$ cat config.mk
export PLATFORM = sky130hd
export DESIGN_NAME = pc_gen
export DESIGN_NICKNAME = d
export VERILOG_FILES = /design/src/rtl/pc_pkg.sv /design/src/rtl/pc_target_calc.sv /design/src/rtl/pc_gen.sv
export SDC_FILE = /design/constraint.sdc
export NUM_CORES = 1
export LEC_CHECK = 0
export ABC_AREA = 0
export CAP_MARGIN = 20
export CORE_ASPECT_RATIO = 0.5
export CORE_UTILIZATION = 34
export DETAILED_ROUTE_END_ITERATION = 10
export PLACE_DENSITY_LB_ADDON = 0.2
export SYNTH_ARGS = -nofsm -noshare
export SYNTH_HDL_FRONTEND = slang
export SYNTH_SLANG_ARGS = --single-unit
$ cat constraint.sdc
create_clock -name clk -period 2.9 [get_ports clk]
set_input_delay 0.29 -clock clk [delete_from_list [all_inputs] [get_ports clk]]
set_output_delay 0.29 -clock clk [all_outputs]
set_load 0.005 [all_outputs]
$ cat src/rtl/pc_pkg.sv
// Shared encodings for the program-counter unit: next-PC source select and FSM states.
package pc_pkg;

  localparam logic [1:0] PC_SEQ = 2'b00;
  localparam logic [1:0] PC_REL = 2'b01;
  localparam logic [1:0] PC_RS1 = 2'b10;

  typedef enum logic [1:0] {
    ST_RUN  = 2'd0,
    ST_HALT = 2'd1,
    ST_TRAP = 2'd2
  } state_e;

endpackage

$ cat src/rtl/pc_target_calc.sv
// Combinational jump/branch target selection with JALR bit0 clear and alignment check.
module pc_target_calc
  import pc_pkg::*;
#(
  parameter int XLEN = 32
) (
  input  logic [XLEN-1:0] pc,
  input  logic [1:0]      sel,
  input  logic            branch_taken,
  input  logic [XLEN-1:0] offset,
  input  logic [XLEN-1:0] rs1_data,
  output logic [XLEN-1:0] target,
  output logic            misalign,
  output logic            seq_fetch
);

  logic [XLEN-1:0] rel_sum;
  logic [XLEN-1:0] rs1_sum;

  assign rel_sum = pc + offset;
  assign rs1_sum = rs1_data + offset;

  // NOTE: combinational blocks assign every output a default first so no path leaves it unassigned (no latch).
  always_comb begin
    target    = pc + XLEN'(4);
    seq_fetch = 1'b0;
    case (sel)
      PC_REL:  target = rel_sum;
      PC_RS1:  target = {rs1_sum[XLEN-1:1], 1'b0};
      default: begin
        if (branch_taken) target = rel_sum;
        else              seq_fetch = 1'b1;
      end
    endcase
  end

  assign misalign = (target[1:0] != 2'b00);

endmodule

$ cat src/rtl/pc_gen.sv
// Program-counter register, RUN/HALT/TRAP control, trap PC capture and retired-step counter.
module pc_gen
  import pc_pkg::*;
#(
  parameter int              XLEN         = 32,
  parameter logic [XLEN-1:0] RESET_VECTOR = '0,
  parameter int              HALT_EN      = 1,
  parameter logic [XLEN-1:0] HALT_ADDR    = 32'd48,
  parameter logic [XLEN-1:0] TRAP_VECTOR  = 32'h100,
  parameter int              CNT_W        = 32
) (
  input  logic             clk,
  input  logic             rst,
  input  logic             stall,
  input  logic [1:0]       sel,
  input  logic             branch_taken,
  input  logic [XLEN-1:0]  offset,
  input  logic [XLEN-1:0]  rs1_data,
  input  logic             resume,
  output logic [XLEN-1:0]  pc,
  output logic [XLEN-1:0]  next_pc,
  output logic             halted,
  output logic             trap,
  output logic [XLEN-1:0]  trap_pc,
  output logic [CNT_W-1:0] instret
);

  state_e          state;
  logic [XLEN-1:0] target;
  logic            misalign;
  logic            seq_fetch;
  logic            halt_hit;
  logic            go_halt;
  logic            go_trap;
  logic            advance;

  pc_target_calc #(.XLEN(XLEN)) u_target (
    .pc           (pc),
    .sel          (sel),
    .branch_taken (branch_taken),
    .offset       (offset),
    .rs1_data     (rs1_data),
    .target       (target),
    .misalign     (misalign),
    .seq_fetch    (seq_fetch)
  );

  assign halt_hit = (HALT_EN != 0) && (pc == HALT_ADDR) && seq_fetch;

  // next_pc is exactly what the register loads, so the fetch port can use it a cycle early.
  always_comb begin
    next_pc = pc;
    go_halt = 1'b0;
    go_trap = 1'b0;
    advance = 1'b0;
    case (state)
      ST_RUN: begin
        if (!stall) begin
          if (halt_hit) begin
            go_halt = 1'b1;
          end else if (misalign) begin
            go_trap = 1'b1;
            next_pc = TRAP_VECTOR;
          end else begin
            advance = 1'b1;
            next_pc = target;
          end
        end
      end
      default: begin
        if (resume) next_pc = RESET_VECTOR;
      end
    endcase
  end

  // NOTE: sequential state uses non-blocking assignments so all registers update from pre-edge values.
  always_ff @(posedge clk or posedge rst) begin
    if (rst) begin
      state   <= ST_RUN;
      pc      <= RESET_VECTOR;
      halted  <= 1'b0;
      trap    <= 1'b0;
      trap_pc <= '0;
      instret <= '0;
    end else begin
      pc <= next_pc;
      case (state)
        ST_RUN: begin
          if (go_halt) begin
            state  <= ST_HALT;
            halted <= 1'b1;
          end else if (go_trap) begin
            state   <= ST_TRAP;
            trap    <= 1'b1;
            trap_pc <= pc;
          end else if (advance && (instret != '1)) begin
            instret <= instret + CNT_W'(1);
          end
        end
        default: begin
          if (resume) begin
            state  <= ST_RUN;
            halted <= 1'b0;
            trap   <= 1'b0;
          end
        end
      endcase
    end
  end

endmodule

==> impl_metrics.json, run 1 <==
{
  "status": "finished with violations",
  "violations": "negative setup slack",
  "path_delay_family": "buffers and inverters",
  "placed_area_um2": 13400,
  "io_buffers": 200,
  "die_w_um": 226,
  "die_h_um": 114,
  "ant_nets": 0,
  "path_class": "reg2out",
  "drv_slew": 0,
  "ctsHoldBuffers": 0,
  "synth.distinct_cells": 77,
  "cp_max_fo": 5,
  "path_clk_slew_ps": 90,
  "p_per_area_nw_per_um2": 613,
  "num_io_pins": 201,
  "layout.nets": 1703,
  "crit_start": "pc[3]$_DFF_PP0_",
  "arrival_ps": 3260,
  "crit_path_start_kind": "flip-flop",
  "multi_input_area_um2": 7050,
  "regArea_um2": 2500,
  "worstSkewPairLatency_ps": 380,
  "critPathRequiredTime_ps": 2610,
  "vdd_drop_max_v": 0.000347,
  "p_leak_nw": 7.16,
  "dieArea_um2": 25800,
  "synth_top_family_by_area": "compound AO/OA/AOI/OAI gates",
  "design_area_um2": 15400,
  "n_antenna_cell": 0,
  "yosysTopAreaCellShare_pct": 29.3,
  "area_growth_pct": 81.0,
  "path_common_cell": "buf_6",
  "grt.total_usage_pct": 29.2,
  "grt_max_degree": 77,
  "yosysWarnings": 0,
  "cts.sinks": 100,
  "drc": 0,
  "yosysSeqAreaShare_pct": 29.3,
  "avgSynthCellArea_um2": 8.59,
  "place_congestion": 0.929,
  "placementRows": 40,
  "fin_crit_ps": 3550,
  "critical_path.slowest_cell": "dfrtp_1",
  "r2r-start": "pc[3]$_DFF_PP0_",
  "slew_headroom_pct": 64.3,
  "grt_overflow": 0,
  "drive_above_1_share_pct": 44.2,
  "synth_xor_xnor_area_share_pct": 9.86,
  "nFillCells": 2088,
  "synthAdderAreaFrac_pct": 10.2,
  "ys.flop_type": "dfrtp_1",
  "maxCapViolCount": 0,
  "timing.fmax_mhz": 282,
  "h-tree-depth": 3,
  "fin_crit_sh_pct": 122,
  "viasPerCell": 5.27,
  "final_core_util_pct": 63.5,
  "path_cells": "inv_2 -> ha_4 -> nor4b_4 -> nand4_1 -> buf_4 -> o31a_1 -> buf_6 -> nand3_4 -> buf_6 -> buf_6 -> a31oi_4 -> o21ai_1 -> o31a_1 -> o211ai_1 -> buf_2",
  "rsz0062_at_grt": "true",
  "coreArea_um2": 24300,
  "crit_path_max_incr_delay_ps": 420,
  "drt-wirelength-per-cell_um": 19.7,
  "async_reset_ff_share_pct": 100,
  "stdcell_count": 1905,
  "yosysMostFrequentCell": "dfrtp_1",
  "hold_viol": 0,
  "initial_utilization_pct": 35.1,
  "synth_compound_gate_area_share_pct": 23.0,
  "post-place-ws_ps": -1280,
  "drt_iter0_drc": 601,
  "hold_class": "in2async",
  "synthSimpleGateAreaFrac_pct": 20.0,
  "synth_edf_count": 0,
  "worst_hold_slack_ps": 381,
  "clockRootBuffer": "clkbuf_16",
  "drtPass1Iterations": 5,
  "vias": 10000,
  "p_total_mw": 9.46,
  "totalWireLength_um": 37500,
  "numCtsBuffers": 9,
  "tns_ps": -13190,
  "hpwl_um": 29200,
  "grt_pass1_wl_um": 57200,
  "cp-end-kind": "output port",
  "syn-num-nets": 1132,
  "place_inst": 1834,
  "synth_cells": 993,
  "ys_ff_latch": 100,
  "syn_area_um2": 8530,
  "cp.buffers_inverters": 6,
  "grt_pass1_vias": 10200,
  "tightest_slew_ps": 530,
  "finalSetupViolations": 44,
  "yosys-top-cells-count": "dfrtp_1 (100), nand2_1 (79), a21oi_1 (75)",
  "synth.largest_area_cell": "dfrtp_1",
  "antenna_found_initial": 0,
  "synthMuxAreaShare_pct": 4.71,
  "cts_tree": "built",
  "fin_ws_ps": -649,
  "clockBufferDepth": 2,
  "clock_skew_ps": 16.8,
  "ys_top_cells_by_area": "dfrtp_1 (29%), ha_1 (9.7%), xnor2_1 (6.5%)"
}
[worst register-to-register path, delay by kind of cell, from the launching register on]
kind / cells / cell delay, ps
compound gates: 1 / 50
xor+xnor: 1 / 140
flops: 1 / 400
simple gates: 7 / 1320
buf+inv: 7 / 760
fa+ha+maj: 1 / 180
[flip-flops by register name, summed over array words and instances (netlist names)]
signal / cells
trap_pc: 32
instret: 32
halted: 1
state: 2
pc: 32
trap: 1
[cells by family after synthesis]
| kind of cell | Yosys count |
|---|---|
| compound gates | 300 |
| mux | 36 |
| fa+ha+maj | 68 |
| buf+inv | 63 |
| flops | 100 |
| simple gates | 330 |
| xor+xnor | 96 |
[where the power goes]
group | total, mW | switching [mW] | internal, mW
Clock | 1.31 | 0.681 | 0.625
Combinational | 6.11 | 2.80 | 3.31
Sequential | 2.04 | 0.305 | 1.74
Total | 9.46 | 3.79 | 5.67
[final timing paths]
kind,endpoint,slack (ps),cells after the start
worst min-delay path,pc[17]$_DFF_PP0_,380,3
max in group asynchronous,instret[5]$_DFFE_PP0P_,2160,3
worst max-delay path,next_pc[25],-650,15
worst min register to register,trap$_DFFE_PP0P_,490,1
worst max register to register,instret[31]$_DFFE_PP0P_,-70,17
min in group clk,trap$_DFFE_PP0P_,490,1
[cell type report]
type                    instances  area share [%]
clock buffers                   9            1.46
repair buffers                596            32.6
clock inverters                 7           0.592
inverters                      27           0.681
multi-input cells             830            45.7
flip-flops and latches        100            16.2
well taps                     336            2.72
[cells in the final DEF (no fill, tap or decap), types with 23 or more instances in the layout]
| master | netlist | final |
|---|---|---|
| a21o_1 | 38 | 38 |
| nand2_1 | 79 | 67 |
| buf_2 | 7 | 29 |
| o21ai_0 | 70 | 26 |
| clkdlybuf4s50_1 | 0 | 146 |
| xnor2_1 | 63 | 54 |
| ha_1 | 66 | 48 |
| dfrtp_1 | 100 | 98 |
| o21ai_1 | 5 | 28 |
| a21oi_1 | 75 | 54 |
| inv_1 | 27 | 23 |
| nand3_1 | 42 | 34 |
| xor2_1 | 33 | 27 |
| mux2_2 | 33 | 33 |
| buf_4 | 0 | 351 |
| buf_6 | 0 | 43 |
| nand4_1 | 25 | 25 |
| nor2_1 | 67 | 50 |
[repair_timing]
item                       4_1_cts  5_1_grt
pin swaps                      103       96
buffers inserted                38       35
cloned                           1        0
gates resized for setup        367      130
setup endpoints to repair       60       63
[metal layers]
| layer | track usage (%) | up-vias | part of all wire (%) |
|---|---|---|---|
| li1 | - | 4842 | - |
| met1 | 38.3 | 4866 | 45 |
| met2 | 48.7 | 274 | 47 |
| met3 | 5.49 | 64 | 5.5 |
| met4 | 8.75 | 0 | 2.4 |
| met5 | 0 | - | 0 |
Note: power is estimated with default switching activity, not from simulation.
==> inputs of run 2 (changes only) <==
--- a/config.mk
+++ b/config.mk
@@ -10,6 +10,8 @@
 export CORE_ASPECT_RATIO = 0.5
 export CORE_UTILIZATION = 34
 export DETAILED_ROUTE_END_ITERATION = 10
+export GPL_TIMING_DRIVEN = 0
+export MAX_ROUTING_LAYER = met4
 export PLACE_DENSITY_LB_ADDON = 0.2
 export SYNTH_ARGS = -nofsm -noshare
 export SYNTH_HDL_FRONTEND = slang
==> run 2 against run 1 <==
Compared with the run above: the run still ends with negative setup slack left; critical path depth up 2; flip-flop and latch count unchanged; first-iteration DRC count up 2.3%; hold slack worse by 70 ps; setup slack worse by 45 ps; utilization down 7.2 points; sequential power up 7%; maximum frequency down 1.2%; critical endpoint is now next_pc[16]; largest power group unchanged.
==> impl_metrics.json, run 2 (synthesis gave the netlist of run 1 again) <==
{
  "fin_crit_sh_pct": 124,
  "clockRootBuffer": "clkbuf_16",
  "r2r-start": "pc[0]$_DFF_PP0_",
  "initial_utilization_pct": 35.1,
  "path_clk_slew_ps": 80,
  "hold_viol": 0,
  "cts_tree": "built",
  "ant_nets": 0,
  "rsz0062_at_grt": "true",
  "cp_max_fo": 3,
  "rr_worst_depth": 13,
  "cp-end-kind": "output port",
  "grt_pass1_vias": 9144,
  "placementRows": 40,
  "worst_hold_slack_ps": 310,
  "vdd_drop_max_v": 0.000314,
  "clock_skew_ps": 15.9,
  "place_congestion": 0.905,
  "hpwl_um": 24700,
  "final_core_util_pct": 56.3,
  "totalWireLength_um": 34300,
  "reg_top3": "instret x32, pc x32, trap_pc x32",
  "fin_crit_ps": 3590,
  "crit_path_start_kind": "flip-flop",
  "arrival_ps": 3300,
  "p_sw_share_pct": 41.3,
  "num_io_pins": 201,
  "p_comb_share_pct": 60.3,
  "fin_ws_ps": -694,
  "stdcell_count": 1659,
  "p_switching_mw": 3.55,
  "die_h_um": 114,
  "clockBufferDepth": 2,
  "p_leak_nw": 5.85,
  "drtPass1Iterations": 5,
  "vias": 9353,
  "antenna_found_initial": 2,
  "tightest_slew_ps": 809,
  "hold_class": "in2async",
  "dieArea_um2": 25800,
  "slew_headroom_pct": 46.1,
  "numCtsBuffers": 9,
  "layout_commonest_cell": "clkdlybuf4s50_1",
  "drc": 0,
  "area_growth_pct": 60.6,
  "grt_overflow": 0,
  "crit_start": "pc[0]$_DFF_PP0_",
  "violations": "negative setup slack",
  "finalSetupViolations": 32,
  "io_buffers": 200,
  "coreArea_um2": 24300,
  "rrSetupSlack_ps": -140,
  "drive_above_1_share_pct": 35.0,
  "place_inst": 1532,
  "path_class": "reg2out",
  "status": "finished with violations",
  "layout.nets": 1455,
  "cts.sinks": 100,
  "drt_iter0_drc": 615,
  "reg2reg_to": "pc[30]$_DFF_PP0_",
  "intPower_mw": 5.04,
  "h-tree-depth": 3,
  "critPathRequiredTime_ps": 2610,
  "timing.fmax_mhz": 278,
  "viasPerCell": 5.64,
  "p_per_area_nw_per_um2": 628,
  "drt-wirelength-per-cell_um": 20.7,
  "grt_max_degree": 37,
  "clockPowerShare_pct": 14.4,
  "maxCapViolCount": 0,
  "grt_pass1_wl_um": 51400,
  "ctsHoldBuffers": 0,
  "grt.total_usage_pct": 26.8,
  "die_w_um": 226,
  "p_seq_share_pct": 25.3,
  "drv_slew": 0,
  "layout.cells.most_common_list": "clkdlybuf4s50_1 (136), buf_4 (90), dfrtp_1 (77), nand2_1 (71), xnor2_1 (56)",
  "worstSkewPairLatency_ps": 370
}
[run 2: cell types whose count changed in the layout (fill, tap and decap cells not counted), moves of 11 or more]
cell / change
dlygate4sd2_1: +11
dfrtp_1: -21
dfrtp_2: +21
ha_1: -23
buf_6: -13
ha_4: +13
buf_4: -261
[run 2: power by group through the flow]
stage	sequential, mW	clock (mW)	combinational [mW]
after global placement	2.24	0	3.78
final	2.18	1.23	5.18
after CTS	2.19	1.26	4.68
after floorplan	2.11	0	2.08
after detailed placement	2.25	0	3.81
after global routing	2.22	1.32	5.55
[run 2: repair_timing]
action,4_1_cts,5_1_grt
setup endpoints to repair,114,71
pin swaps,112,68
setup buffers,77,49
gates cloned,0,1
gates resized for setup,454,113
[run 2: per-layer routing]
| metal | track usage (%) | vias to the layer above | part of all wire (%) |
|---|---|---|---|
| met1 | 33.6 | 4589 | 43 |
| met3 | 6.08 | 78 | 6.5 |
| met2 | 43.2 | 321 | 47 |
| met4 | 7.89 | 0 | 2.9 |
| li1 | - | 4365 | - |
| met5 | - | - | 0 |
[run 2: worst max path at each step]
stage / end / slack, ps / cells after the start
2_1_floorplan: next_pc[30] / 8 / 12
3_3_place_gp: next_pc[22] / -1570 / 11
3_5_place_dp: next_pc[22] / -1640 / 11
4_1_cts: next_pc[30] / -760 / 13
5_1_grt: next_pc[30] / -820 / 12
6_report: next_pc[16] / -690 / 17
[run 2: through the flow]
stage / setup WS, ps / setup TNS (ps) / cell area [um^2] / total power, mW
finish: -694 / -13470 / 13700 / 8.59
global route: -818 / -17820 / 13700 / 9.09
CTS: -759 / -10520 / 13000 / 8.13
detailed placement: -1640 / -106380 / 11000 / 6.05
global placement: -1570 / -103590 / 11000 / 6.01
floorplan: 7.54 / 0 / 8540 / 4.19
[run 2: area by class of cell]
class,instances,area [um^2]
multi-input combinational,830,7170
clock buffer,9,225
buffer,25,211
sequential,100,2530
inverter,27,118
timing repair buffer,323,2940
antenna,2,5.00
clock inverter,7,71.3
fill,2215,10600
tap,336,420
[run 2: critical path, cell delays in order, from the launching register on]
cell     delay (ps)
dfrtp_2         400
ha_4            150
inv_2            30
fa_2            370
nor2b_4         130
o31a_1          230
o21ai_4         100
buf_4           150
buf_6           100
buf_6           110
buf_6           110
and2_4          140
o21ai_2         160
mux2i_1         230
nand2_1          70
nor3b_4         160
o21ai_2         150
buf_2           140
==> inputs of run 3 (changes only) <==
--- a/config.mk
+++ b/config.mk
@@ -13,6 +13,7 @@
 export GPL_TIMING_DRIVEN = 0
 export MAX_ROUTING_LAYER = met4
 export PLACE_DENSITY_LB_ADDON = 0.2
+export SLEW_MARGIN = 10
 export SYNTH_ARGS = -nofsm -noshare
 export SYNTH_HDL_FRONTEND = slang
 export SYNTH_SLANG_ARGS = --single-unit
==> run 3 against run 2 <==
Compared with the run above: the flow still finishes with violations (negative setup slack); sequential power is 2% higher; die area stayed put; non-clock buffer count stayed put; utilization is 0.24 points higher; total power is 0.83% higher; clock-buffer cell count is 1 higher; design area is 0.43% higher; critical path depth is 4 lower; largest power group unchanged; via count is 0.51% lower; routed wire length is 1.2% lower.
==> impl_metrics.json, run 3 (synthesis gave the netlist of run 1 again) <==
{
  "status": "finished with violations",
  "violations": "negative setup slack",
  "reg2reg_to": "pc[30]$_DFF_PP0_",
  "grt_overflow": 0,
  "critical_path.slowest_cell": "dfrtp_2",
  "grt_pass1_wl_um": 51400,
  "finalSetupViolations": 33,
  "layout.nets": 1455,
  "cp_max_fo": 4,
  "maxCapViolCount": 0,
  "crit_path_start_kind": "flip-flop",
  "r2r-start": "pc[0]$_DFF_PP0_",
  "hold_viol": 0,
  "drive_above_1_share_pct": 34.3,
  "drt-wirelength-per-cell_um": 20.4,
  "cp-end-kind": "output port",
  "place_congestion": 0.905,
  "fin_crit_ps": 3610,
  "vdd_drop_max_v": 0.000334,
  "initial_utilization_pct": 35.1,
  "viasPerCell": 5.60,
  "stdcell_count": 1662,
  "placementRows": 40,
  "rrSetupSlack_ps": -160,
  "drt_iter0_drc": 624,
  "cts_tree": "built",
  "p_switching_mw": 3.57,
  "clock_skew_ps": 14.7,
  "final_core_util_pct": 56.5,
  "p_comb_share_pct": 59.9,
  "placed_area_um2": 11000,
  "reg_top3": "instret x32, pc x32, trap_pc x32",
  "p_per_area_nw_per_um2": 630,
  "drv_slew": 0,
  "vias": 9305,
  "die_w_um": 226,
  "path_cells": "ha_4 -> inv_2 -> fa_2 -> nor2b_4 -> o31a_1 -> o21ai_4 -> a211oi_4 -> or3b_4 -> a311oi_2 -> xnor2_1 -> a221oi_2 -> a21oi_2 -> buf_2",
  "worstSkewPairLatency_ps": 370,
  "ant_nets": 0,
  "ctsHoldBuffers": 0,
  "hold_class": "in2async",
  "tns_ps": -12970,
  "p_sw_share_pct": 41.2,
  "coreArea_um2": 24300,
  "dieArea_um2": 25800,
  "clockRootBuffer": "clkbuf_16",
  "path_clk_slew_ps": 80,
  "clockPowerShare_pct": 14.5,
  "crit_path_max_incr_delay_ps": 440,
  "die_h_um": 114,
  "fin_crit_sh_pct": 125,
  "grt_max_degree": 36,
  "post-place-ws_ps": -1650,
  "totalWireLength_um": 33900,
  "clockBufferDepth": 2,
  "io_buffers": 200,
  "p_seq_share_pct": 25.6,
  "layout.cells.most_common_list": "clkdlybuf4s50_1 (137), buf_4 (87), dfrtp_1 (76), nand2_1 (69), xnor2_1 (56)",
  "fin_ws_ps": -715,
  "intPower_mw": 5.10,
  "area_growth_pct": 61.3,
  "antenna_found_initial": 5,
  "h-tree-depth": 3,
  "place_inst": 1532,
  "numCtsBuffers": 9,
  "slew_headroom_pct": 41.7,
  "grt_pass1_vias": 9090,
  "drc": 0,
  "grt.total_usage_pct": 26.7,
  "cts.sinks": 100,
  "tightest_slew_ps": 865,
  "num_io_pins": 201,
  "path_class": "reg2out",
  "rsz0062_at_grt": "true",
  "layout_commonest_cell": "clkdlybuf4s50_1",
  "arrival_ps": 3320,
  "hpwl_um": 24700,
  "timing.fmax_mhz": 277,
  "rr_worst_depth": 13,
  "critPathRequiredTime_ps": 2610,
  "p_leak_nw": 5.90,
  "drtPass1Iterations": 8,
  "design_area_um2": 13800
}
run 3: changes by cell type in the layout (fill, tap and decap cells not counted), sizes merged:
cell,change
buf,+5
clkbuf,-2
clkdlybuf4s15,-1
clkdlybuf4s50,+1
clkinv,-3
clkinvlp,+1
diode,+3
dlygate4sd2,-3
dlymetal6s2s,+1
inv,+1
run 3: power groups by stage:
| stage | registers [mW] | clock network (mW) | logic [mW] |
|---|---|---|---|
| CTS | 2.23 | 1.28 | 4.62 |
| global placement | 2.24 | 0 | 3.78 |
| detailed placement | 2.24 | 0 | 3.80 |
| finish | 2.22 | 1.26 | 5.19 |
| floorplan | 2.11 | 0 | 2.08 |
| global route | 2.26 | 1.34 | 5.57 |
run 3: layout make-up:
type	instances	area [um^2]
flip-flops and latches	100	2530
clock inverters	6	68.8
inverters	27	108
repair buffers	322	2960
plain buffers	26	211
fillers	2189	10600
clock buffers	10	239
diodes	5	12.5
multi-input cells	830	7200
well taps	336	420
run 3: metrics by stage:
stage,hold slack [ps],power (mW)
floorplan,389,4.19
global placement,469,6.01
detailed placement,478,6.05
CTS,315,8.13
global route,344,9.17
finish,313,8.66
run 3: worst max path at each step:
stage | slack (ps) | start | end | cells after the start
floorplan | 8 | pc[0]$_DFF_PP0_ | next_pc[30] | 12
global placement | -1570 | sel[0] | next_pc[22] | 11
detailed placement | -1650 | sel[0] | next_pc[22] | 11
CTS | -770 | pc[0]$_DFF_PP0_ | next_pc[30] | 13
global route | -840 | pc[0]$_DFF_PP0_ | next_pc[30] | 13
finish | -710 | pc[0]$_DFF_PP0_ | next_pc[30] | 13
run 3: worst max-delay path: cells and delay by family (launching register included):
family,cells,cell delay [ps]
buffers and inverters,2,200
flip-flops,1,440
adder cells (fa/ha/maj),2,390
XOR/XNOR,1,130
AO/OA/AOI/OAI,6,1350
AND/OR/NAND/NOR,2,450
run 3: what timing repair did:
| item | in CTS | in global routing |
|---|---|---|
| pin swaps | 99 | 64 |
| setup endpoints to repair | 114 | 62 |
| gates cloned | 0 | 1 |
| gates resized for setup | 428 | 133 |
| buffers inserted | 76 | 45 |
run 3: layer usage:
layer	track usage, %	wire length (um)	up-vias
met3	6.39	2280	52
li1	-	-	4373
met4	5.67	632	0
met2	43.9	16300	287
met1	33.4	14700	4593
met5	-	0	-
